### config.mk
export PLATFORM = sky130hd
export DESIGN_NAME = keypad_scanner
export DESIGN_NICKNAME = d
export VERILOG_FILES = /design/src/rtl/keypad_scanner.sv
export SDC_FILE = /design/constraint.sdc
export NUM_CORES = 1
export LEC_CHECK = 0
export ABC_AREA = 1
export CORE_UTILIZATION = 40
export DETAILED_ROUTE_END_ITERATION = 6
export GPL_ROUTABILITY_DRIVEN = 0
export GPL_TIMING_DRIVEN = 1
export PLACE_DENSITY = 0.62
export SLEW_MARGIN = 10
export SYNTH_ARGS = -nofsm -noshare
export SYNTH_HDL_FRONTEND = slang
export SYNTH_SLANG_ARGS = --single-unit
### constraint.sdc
create_clock -name clk -period 1.4 [get_ports clk]
set_input_delay 0.21 -clock clk [delete_from_list [all_inputs] [get_ports clk]]
set_output_delay 0.21 -clock clk [all_outputs]
set_load 0.02 [all_outputs]
### src/rtl/keypad_scanner.sv
// 4x4 matrix keypad scanner: drives one column low at a time, debounces
// presses and releases, and hands accepted key codes to a consumer.
module keypad_scanner #(
  parameter int SETTLE_CYCLES   = 16,
  parameter int DEBOUNCE_CYCLES = 1_000_000
) (
  input  logic       clk,
  input  logic       rst_n,
  input  logic [3:0] rows_n,
  output logic [3:0] col_n,
  output logic [3:0] key_code,
  output logic       key_valid,
  input  logic       key_ack,
  output logic       key_held,
  output logic       overrun
);

  localparam int SW = $clog2(SETTLE_CYCLES);
  localparam int DW = $clog2(DEBOUNCE_CYCLES);
  localparam logic [SW-1:0] SETTLE_LAST   = SW'(SETTLE_CYCLES - 1);
  localparam logic [DW-1:0] DEBOUNCE_LAST = DW'(DEBOUNCE_CYCLES - 1);

  typedef enum logic [1:0] {
    SCAN,
    DEBOUNCE,
    PRESSED,
    RELEASE
  } state_e;

  state_e        state_q;
  logic [1:0]    col_q;
  logic [3:0]    col_n_q;
  logic [SW-1:0] settle_q;
  logic [DW-1:0] deb_q;
  logic [3:0]    pattern_q;
  logic [3:0]    rows_meta_q;
  logic [3:0]    rows_s_q;
  logic [3:0]    key_code_q;
  logic          key_valid_q;
  logic          key_held_q;
  logic          overrun_q;

  // Lowest-index closed row wins when several keys share the column.
  function automatic logic [1:0] first_low(input logic [3:0] p);
    if (!p[0])      return 2'd0;
    else if (!p[1]) return 2'd1;
    else if (!p[2]) return 2'd2;
    else            return 2'd3;
  endfunction

  function automatic logic [3:0] col_strobe(input logic [1:0] c);
    return ~(4'b0001 << c);
  endfunction

  // Rows are released to the pull-ups when idle, so the synchronizer resets high.
  always_ff @(posedge clk or negedge rst_n) begin
    if (!rst_n) begin
      rows_meta_q <= 4'hF;
      rows_s_q    <= 4'hF;
    end else begin
      // NOTE: non-blocking assignments make every flop sample the pre-edge
      // value, so the two stages really are two clocks apart.
      rows_meta_q <= rows_n;
      rows_s_q    <= rows_meta_q;
    end
  end

  always_ff @(posedge clk or negedge rst_n) begin
    if (!rst_n) begin
      state_q     <= SCAN;
      col_q       <= 2'd0;
      col_n_q     <= 4'b1110;
      settle_q    <= '0;
      deb_q       <= '0;
      pattern_q   <= 4'hF;
      key_code_q  <= 4'd0;
      key_valid_q <= 1'b0;
      key_held_q  <= 1'b0;
      overrun_q   <= 1'b0;
    end else begin
      // NOTE: the acknowledge clear is written first so that an acceptance
      // in the same cycle, assigned later below, takes precedence.
      if (key_ack && key_valid_q) key_valid_q <= 1'b0;

      unique case (state_q)
        SCAN: begin
          if (settle_q == SETTLE_LAST) begin
            settle_q <= '0;
            if (&rows_s_q) begin
              col_q   <= col_q + 2'd1;
              col_n_q <= col_strobe(col_q + 2'd1);
            end else begin
              pattern_q <= rows_s_q;
              deb_q     <= '0;
              state_q   <= DEBOUNCE;
            end
          end else begin
            settle_q <= settle_q + SW'(1);
          end
        end

        DEBOUNCE: begin
          if (rows_s_q != pattern_q) begin
            state_q  <= SCAN;
            settle_q <= '0;
          end else if (deb_q == DEBOUNCE_LAST) begin
            state_q    <= PRESSED;
            key_held_q <= 1'b1;
            if (!key_valid_q || key_ack) begin
              key_code_q  <= {col_q, first_low(pattern_q)};
              key_valid_q <= 1'b1;
            end else begin
              overrun_q <= 1'b1;
            end
          end else begin
            deb_q <= deb_q + DW'(1);
          end
        end

        PRESSED: begin
          if (&rows_s_q) begin
            state_q <= RELEASE;
            deb_q   <= '0;
          end
        end

        RELEASE: begin
          if (!(&rows_s_q)) begin
            state_q <= PRESSED;
          end else if (deb_q == DEBOUNCE_LAST) begin
            state_q    <= SCAN;
            settle_q   <= '0;
            col_q      <= col_q + 2'd1;
            col_n_q    <= col_strobe(col_q + 2'd1);
            key_held_q <= 1'b0;
          end else begin
            deb_q <= deb_q + DW'(1);
          end
        end

        default: state_q <= SCAN;
      endcase
    end
  end

  assign col_n     = col_n_q;
  assign key_code  = key_code_q;
  assign key_valid = key_valid_q;
  assign key_held  = key_held_q;
  assign overrun   = overrun_q;

endmodule
==> reports/qor.txt, run 1 <==
======================================================================================
Result of the run ....................................................... finished, violations left
Violated checks ......................................................... setup timing
Leading cell types by total area after synthesis ........................ sky130_fd_sc_hd__dfrtp_1, sky130_fd_sc_hd__nand2_1, sky130_fd_sc_hd__dfstp_2
Most used standard cell by instance count after synthesis ............... sky130_fd_sc_hd__nand2_1
Areal power density over the cells ...................................... 1240 nW/um^2
Largest area contributor in the netlist ................................. sky130_fd_sc_hd__dfrtp_1
TritonCTS sink count ....................................................           51
Sequential cell area in the final layout ................................    1290 um^2
Clock latency of the later-clocked register in the worst-skew pair ......      0.32 ns
Net count of the mapped netlist .........................................          392
Post-layout minimum cycle time ..........................................      1.69 ns
DRT Wirelength ..........................................................      6550 um
Headroom to the max-slew limit ..........................................        0.795
Type of destination of the critical path ................................    flip-flop
Antenna diode count .....................................................            0
Synthesized area divided by synthesized cell count ......................    7.53 um^2
Transition time of the tightest slew-check pin ..........................     0.308 ns
Final setup vio count ...................................................           39
Number of antenna violations at the first check in global routing .......            0
Final cell utilization of the core ......................................        0.586
Post-synth EDFFs ........................................................            0
Area of the multi-input gates ...........................................    1530 um^2
DRC Markers .............................................................            0
Final-report hold violation count .......................................            0
Leading register cell type out of synthesis ............................. sky130_fd_sc_hd__dfrtp_1
Post-detailed-route wirelength per cell .................................      11.6 um
Number of top-level pins ................................................           18
Count of antenna-violating nets left after detailed routing .............            0
Switching part of the total .............................................        0.362
Total via count after detailed routing ..................................         2563
Layout cells sized above 1 ..............................................        0.374
Peak supply drop ........................................................   0.000451 V
Ranking of synthesized cells by instance count .......................... sky130_fd_sc_hd__nand2_1, sky130_fd_sc_hd__inv_1, sky130_fd_sc_hd__dfrtp_1, sky130_fd_sc_hd__nor2_1, sky130_fd_sc_hd__nand3_1
Height of the die .......................................................      86.5 um
Clock transition at the registers of the reported paths .................      0.10 ns
Fillers .................................................................          651
Chip Width ..............................................................      86.5 um
Cell internal pwr .......................................................    0.00318 W
Initial standard-cell utilization of the core ...........................        0.418
CTS tree ................................................................         done
Setup repair after global routing missed its margin .....................         true
Worst-case setup margin in the final layout .............................    -0.294 ns
Clock share of power ....................................................        0.202
Global route total overflow .............................................            0
Maximum number of pins on one net before global-route repair ............           40
Critical path launch point type .........................................    flip-flop
Num CTS Buffers .........................................................            5
Worst setup path category ............................................... flip-flop to flip-flop
Switching pwr ...........................................................    0.00180 W
Final HPWL from detailed placement ......................................      4410 um
Leakage .................................................................      2.02 nW
Reg power frac ..........................................................        0.391
Path class of the lowest-slack min-delay path ........................... primary input to flip-flop
Clock Root Buffer ....................................................... sky130_fd_sc_hd__clkbuf_8
Top-area cell type share of the netlist area ............................        0.316
Achievable Freq .........................................................    0.590 GHz
Global-route usage over all layers ......................................        0.196
Max clock buf depth .....................................................            2
NumNets Final ...........................................................          482
Post-synth ARST share ...................................................         1.00
Number of buffers added on ports ........................................           17
Pre-antenna DRT Iters ...................................................            4
Post-synthesis instance area ............................................    2850 um^2
Cells after synthesis ...................................................          379
Largest fanout of any net on the critical path ..........................            5
Data required, critical path ............................................      1.66 ns
Fin. max-slew vios ......................................................            0
Combinational share of power ............................................        0.407
Placement Rows ..........................................................           30
Vias per cell ...........................................................         4.53
Vias in the first global route ..........................................         2611
Number of distinct standard cells referenced by the synthesized netlist .           25
Yosys Warn Count ........................................................            0
Number of DRC markers after the initial detailed-route iteration ........           43
Area of the placeable core ..............................................    6830 um^2
Final clock skew ........................................................    0.0174 ns
Max-capacitance violation count .........................................            0
Critical path arrival ...................................................      1.96 ns
Total of flip-flops plus latches after synthesis ........................           51
Share of the cycle needed by the critical path after routing ............         1.21
Share of the yosys chip area belonging to registers .....................        0.454
Setup tns final .........................................................     -7.75 ns
H-tree depth ............................................................            2
Worst setup slack before clock tree synthesis ...........................    -0.223 ns
First-pass GRT wire length ..............................................     11300 um
Relative area change from synthesis to final layout .....................        40.4%
Area of the die .........................................................    7480 um^2
======================================================================================
[area by class of cell]
class	count	share of cell area
tap	96	0.0300
sequential	51	0.323
clock buffer	6	0.0234
inverter	46	0.0431
timing repair buffer	87	0.196
multi-input combinational	278	0.381
clock inverter	2	0.00375
[kinds of logic after synthesis]
| logic type | count (synthesis) | synth area share |
|---|---|---|
| buf+inv | 50 | 0.0763 |
| flops | 51 | 0.454 |
| xor+xnor | 9 | 0.0276 |
| compound gates | 18 | 0.0342 |
| simple gates | 245 | 0.382 |
| fa+ha+maj | 6 | 0.0263 |
[metal layers]
layer	share of wire	routed length, um	GRT usage
met5	0	0	0
met3	0.027	175	0.0267
met2	0.51	3360	0.357
met4	0.023	154	0.0773
met1	0.44	2860	0.231
[worst paths after layout]
check | start | end | slack, ns | cells after the start
worst max-delay path | rows_s_q[3] | deb_q[14] | -0.29 | 11
worst min-delay path | rows_n[0] | rows_meta_q[0] | 0.28 | 1
worst max register to register | rows_s_q[3] | deb_q[14] | -0.29 | 11
worst min register to register | rows_meta_q[0] | rows_s_q[0] | 0.36 | 0
max in group asynchronous | rst_n | col_n[3] | 0.54 | 3
min in group asynchronous | rst_n | key_code[0] | 0.30 | 2
[metrics by stage]
stage,cells,hold WS [ns],cell area (um^2),power [W]
6_report,566,0.284,4010,0.00498
5_1_grt,566,0.276,4010,0.00531
4_1_cts,565,0.272,3880,0.00485
3_5_place_dp,552,0.113,3630,0.00374
3_3_place_gp,552,0.109,3630,0.00371
2_1_floorplan,379,-0.0856,2870,0.00299
[sequential cells by signal, summed over array words and instances, names as in the netlist]
signal / flops
rows_s_q: 4
state_q: 2
pattern_q: 4
col_q: 2
col_n: 4
key_code: 4
key_valid: 1
key_held: 1
overrun: 1
rows_meta_q: 4
deb_q: 20
settle_q: 4
[cells in the final DEF, fill, tap and decap left out, types with 3 or more instances in the layout]
cell / count
sky130_fd_sc_hd__buf_12: 4
sky130_fd_sc_hd__buf_4: 57
sky130_fd_sc_hd__buf_6: 6
sky130_fd_sc_hd__clkbuf_8: 5
sky130_fd_sc_hd__clkdlybuf4s50_1: 5
sky130_fd_sc_hd__dfrtp_1: 36
sky130_fd_sc_hd__dfstp_2: 15
sky130_fd_sc_hd__dlygate4sd2_1: 8
sky130_fd_sc_hd__ha_1: 5
sky130_fd_sc_hd__inv_1: 36
sky130_fd_sc_hd__inv_2: 10
sky130_fd_sc_hd__nand2_1: 130
sky130_fd_sc_hd__nand2_2: 29
sky130_fd_sc_hd__nand2_4: 4
sky130_fd_sc_hd__nand3_1: 15
sky130_fd_sc_hd__nand3_2: 9
sky130_fd_sc_hd__nor2_1: 27
sky130_fd_sc_hd__nor2_2: 11
sky130_fd_sc_hd__nor2_4: 5
sky130_fd_sc_hd__nor3_1: 5
sky130_fd_sc_hd__o21ai_0: 5
sky130_fd_sc_hd__o21ai_1: 3
sky130_fd_sc_hd__o21ai_2: 5
sky130_fd_sc_hd__o21bai_1: 3
sky130_fd_sc_hd__xor2_1: 8
[critical path: stages, from the launching register on]
cell and delay (ns):
sky130_fd_sc_hd__dfstp_2 0.57, sky130_fd_sc_hd__inv_2 0.06, sky130_fd_sc_hd__nand2_2 0.09, sky130_fd_sc_hd__nand2_2 0.08, sky130_fd_sc_hd__nor2_4 0.11, sky130_fd_sc_hd__nand2_2 0.08, sky130_fd_sc_hd__nor2_4 0.13, sky130_fd_sc_hd__nand2_2 0.09
sky130_fd_sc_hd__nand2_4 0.14, sky130_fd_sc_hd__clkbuf_16 0.17, sky130_fd_sc_hd__nand3_2 0.06, sky130_fd_sc_hd__nand2_1 0.05
[power by group through the flow]
stage | logic, W | clock network [W] | registers, W
finish | 0.00203 | 0.00101 | 0.00194
global route | 0.00225 | 0.00108 | 0.00197
CTS | 0.00187 | 0.00104 | 0.00194
detailed placement | 0.00178 | 0 | 0.00197
global placement | 0.00175 | 0 | 0.00196
floorplan | 0.000941 | 0 | 0.00205
[what timing repair did]
action / 4_1_cts / 5_1_grt
endpoints found under the setup margin: 49 / 45
buffers inserted: 3 / 2
hold endpoints to repair: 1 / 0
cloned: 1 / 1
pin swaps: 4 / 22
hold buffers: 1 / 0
resized for setup: 39 / 45
(Power assumes the default switching activity.)
==> run 2, diff against run 1 <==
--- a/config.mk
+++ b/config.mk
@@ -6,11 +6,13 @@
 export NUM_CORES = 1
 export LEC_CHECK = 0
 export ABC_AREA = 1
-export CORE_UTILIZATION = 40
+export CELL_PAD_IN_SITES_DETAIL_PLACEMENT = 1
+export CELL_PAD_IN_SITES_GLOBAL_PLACEMENT = 2
+export CORE_UTILIZATION = 31
 export DETAILED_ROUTE_END_ITERATION = 6
 export GPL_ROUTABILITY_DRIVEN = 0
 export GPL_TIMING_DRIVEN = 1
-export PLACE_DENSITY = 0.62
+export PLACE_DENSITY = 0.77
 export SLEW_MARGIN = 10
 export SYNTH_ARGS = -nofsm -noshare
 export SYNTH_HDL_FRONTEND = slang
==> reports/qor.txt, run 2 (synthesized netlist as in run 1, its figures left out) <==
=================================================================================
Number of top-level pins ...........................................           18
Post-detailed-route wirelength per cell ............................      13.9 um
First-pass GRT wire length .........................................     13500 um
Register containing the most flip-flops in the final layout ........        deb_q
Worst-case setup margin in the final layout ........................    -0.290 ns
Clock Root Buffer .................................................. sky130_fd_sc_hd__clkbuf_8
Leading cell type in the layout, fill and taps excluded ............ sky130_fd_sc_hd__nand2_1
Max clock buf depth ................................................            2
Worst setup slack before clock tree synthesis ......................    -0.277 ns
Antenna diode count ................................................            0
Chip Width .........................................................      98.0 um
Most used cells in the layout excluding fill and tap cells ......... sky130_fd_sc_hd__nand2_1, sky130_fd_sc_hd__buf_4, sky130_fd_sc_hd__inv_1, sky130_fd_sc_hd__dfrtp_1, sky130_fd_sc_hd__nor2_1
Pre-antenna DRT Iters ..............................................            6
Fin. max-slew vios .................................................            0
Path class of the lowest-slack min-delay path ...................... primary input to flip-flop
Type of destination of the critical path ...........................    flip-flop
Cell count after placement .........................................          574
Global-route usage over all layers .................................        0.175
Result of the run .................................................. finished, violations left
Areal power density over the cells ................................. 1270 nW/um^2
Number of buffers added on ports ...................................           17
Layout cells sized above 1 .........................................        0.361
Sequential cell area in the final layout ...........................    1290 um^2
DRC Markers ........................................................            2
Max FFs per register ...............................................           20
DP Area ............................................................    3720 um^2
Achievable Freq ....................................................    0.592 GHz
Setup tns final ....................................................     -9.43 ns
Area of the die ....................................................    9590 um^2
Num CTS Buffers ....................................................            5
Global route total overflow ........................................            0
Post-layout minimum cycle time .....................................      1.69 ns
Worst setup path category .......................................... flip-flop to flip-flop
TritonCTS sink count ...............................................           51
Height of the die ..................................................      98.0 um
Headroom to the max-slew limit .....................................        0.813
Maximum number of pins on one net before global-route repair .......           52
Clock transition at the registers of the reported paths ............      0.11 ns
Data required, critical path .......................................      1.61 ns
Area of the placeable core .........................................    8810 um^2
NumNets Final ......................................................          500
Final HPWL from detailed placement .................................      5690 um
Area of all placed cells without fillers ...........................    4160 um^2
Peak supply drop ...................................................   0.000498 V
Leakage ............................................................      2.10 nW
Number of antenna violations at the first check in global routing ..            0
Total Power ........................................................    0.00529 W
Count of antenna-violating nets left after detailed routing ........            0
Share of the cycle needed by the critical path after routing .......         1.21
Critical path arrival ..............................................      1.90 ns
Violated checks .................................................... DRC, setup timing
CTS tree ...........................................................         done
Transition time of the tightest slew-check pin .....................     0.279 ns
Largest fanout of any net on the critical path .....................            5
Vias per cell ......................................................         4.64
Critical path launch point type ....................................    flip-flop
H-tree depth .......................................................            2
DRT Wirelength .....................................................      8270 um
Vias in the first global route .....................................         2885
Final setup vio count ..............................................           41
Final clock skew ...................................................   0.00883 ns
Post-layout instance count excluding filler cells ..................          596
Area of the multi-input gates ......................................    1510 um^2
Max-capacitance violation count ....................................            0
Relative area change from synthesis to final layout ................        45.6%
Fillers ............................................................         1100
Setup repair after global routing missed its margin ................         true
Initial standard-cell utilization of the core ......................        0.324
Total via count after detailed routing .............................         2768
Placement Rows .....................................................           34
Clock latency of the later-clocked register in the worst-skew pair .      0.32 ns
Number of DRC markers after the initial detailed-route iteration ...           83
Final-report hold violation count ..................................            0
=================================================================================
==> run 2: changes by cell type in the layout (fill, tap and decap cells not counted), sizes merged <==
cell	delta
buf	+15
bufinv	+1
clkbuf	-1
clkdlybuf4s15	+2
clkinvlp	+1
inv	-1
nand2	+1
==> run 2: layout make-up <==
cell class	count	area share
multi-input combinational	279	0.364
sequential	51	0.312
timing repair buffer	104	0.222
inverter	46	0.0416
tap	108	0.0325
clock buffer	5	0.0166
clock inverter	3	0.0111
==> run 2: per-layer routing <==
metal	vias to the layer above	part of all wire	global-route usage
met3	9	0.019	0.0322
met1	1350	0.42	0.208
met4	0	0.011	0.0280
li1	1372	-	-
met2	37	0.55	0.332
met5	-	0	0
==> run 2: power by group <==
group          switching (W)  internal [W]
clock               0.000559      0.000540
combinational        0.00116       0.00107
sequential          0.000180       0.00178
total                0.00190       0.00339
==> run 2: worst max-delay path, cell delays in order (launching register included) <==
cell                        delay, ns
sky130_fd_sc_hd__dfrtp_1         0.39
sky130_fd_sc_hd__ha_2            0.22
sky130_fd_sc_hd__nand2_4         0.07
sky130_fd_sc_hd__inv_2           0.06
sky130_fd_sc_hd__nand2_1         0.07
sky130_fd_sc_hd__nor2_2          0.14
sky130_fd_sc_hd__nand3_2         0.13
sky130_fd_sc_hd__nand3_2         0.13
sky130_fd_sc_hd__nand2_4         0.10
sky130_fd_sc_hd__clkbuf_16       0.18
sky130_fd_sc_hd__nand2_1         0.06
sky130_fd_sc_hd__nand2_1         0.05
==> run 2: path summary, 6_finish.rpt <==
| check | startpoint | depth (start not counted) | slack (ns) | endpoint |
|---|---|---|---|---|
| worst min-delay path | rows_n[1] | 1 | 0.29 | rows_meta_q[1] |
| worst max register to register | deb_q[0] | 11 | -0.29 | deb_q[19] |
| max in group asynchronous | rst_n | 3 | 0.71 | rows_meta_q[2] |
| worst max-delay path | deb_q[0] | 11 | -0.29 | deb_q[19] |
| worst min register to register | rows_meta_q[2] | 0 | 0.35 | rows_s_q[2] |
| min in group asynchronous | rst_n | 3 | 0.41 | key_code[0] |
==> run 2: through the flow <==
stage	hold WS, ns	util
final	0.293	0.472
after global routing	0.273	0.472
after CTS	0.285	0.449
after detailed placement	0.231	0.422
after global placement	0.226	0.422
after floorplan	-0.0856	-
==> run 2: repair_timing <==
action,4_1_cts,5_1_grt
hold buffers,1,0
pin swaps,3,19
gates cloned,1,4
setup buffers,3,7
endpoints found under the hold margin,36,0
gates resized for setup,42,25
endpoints found under the setup margin,52,43
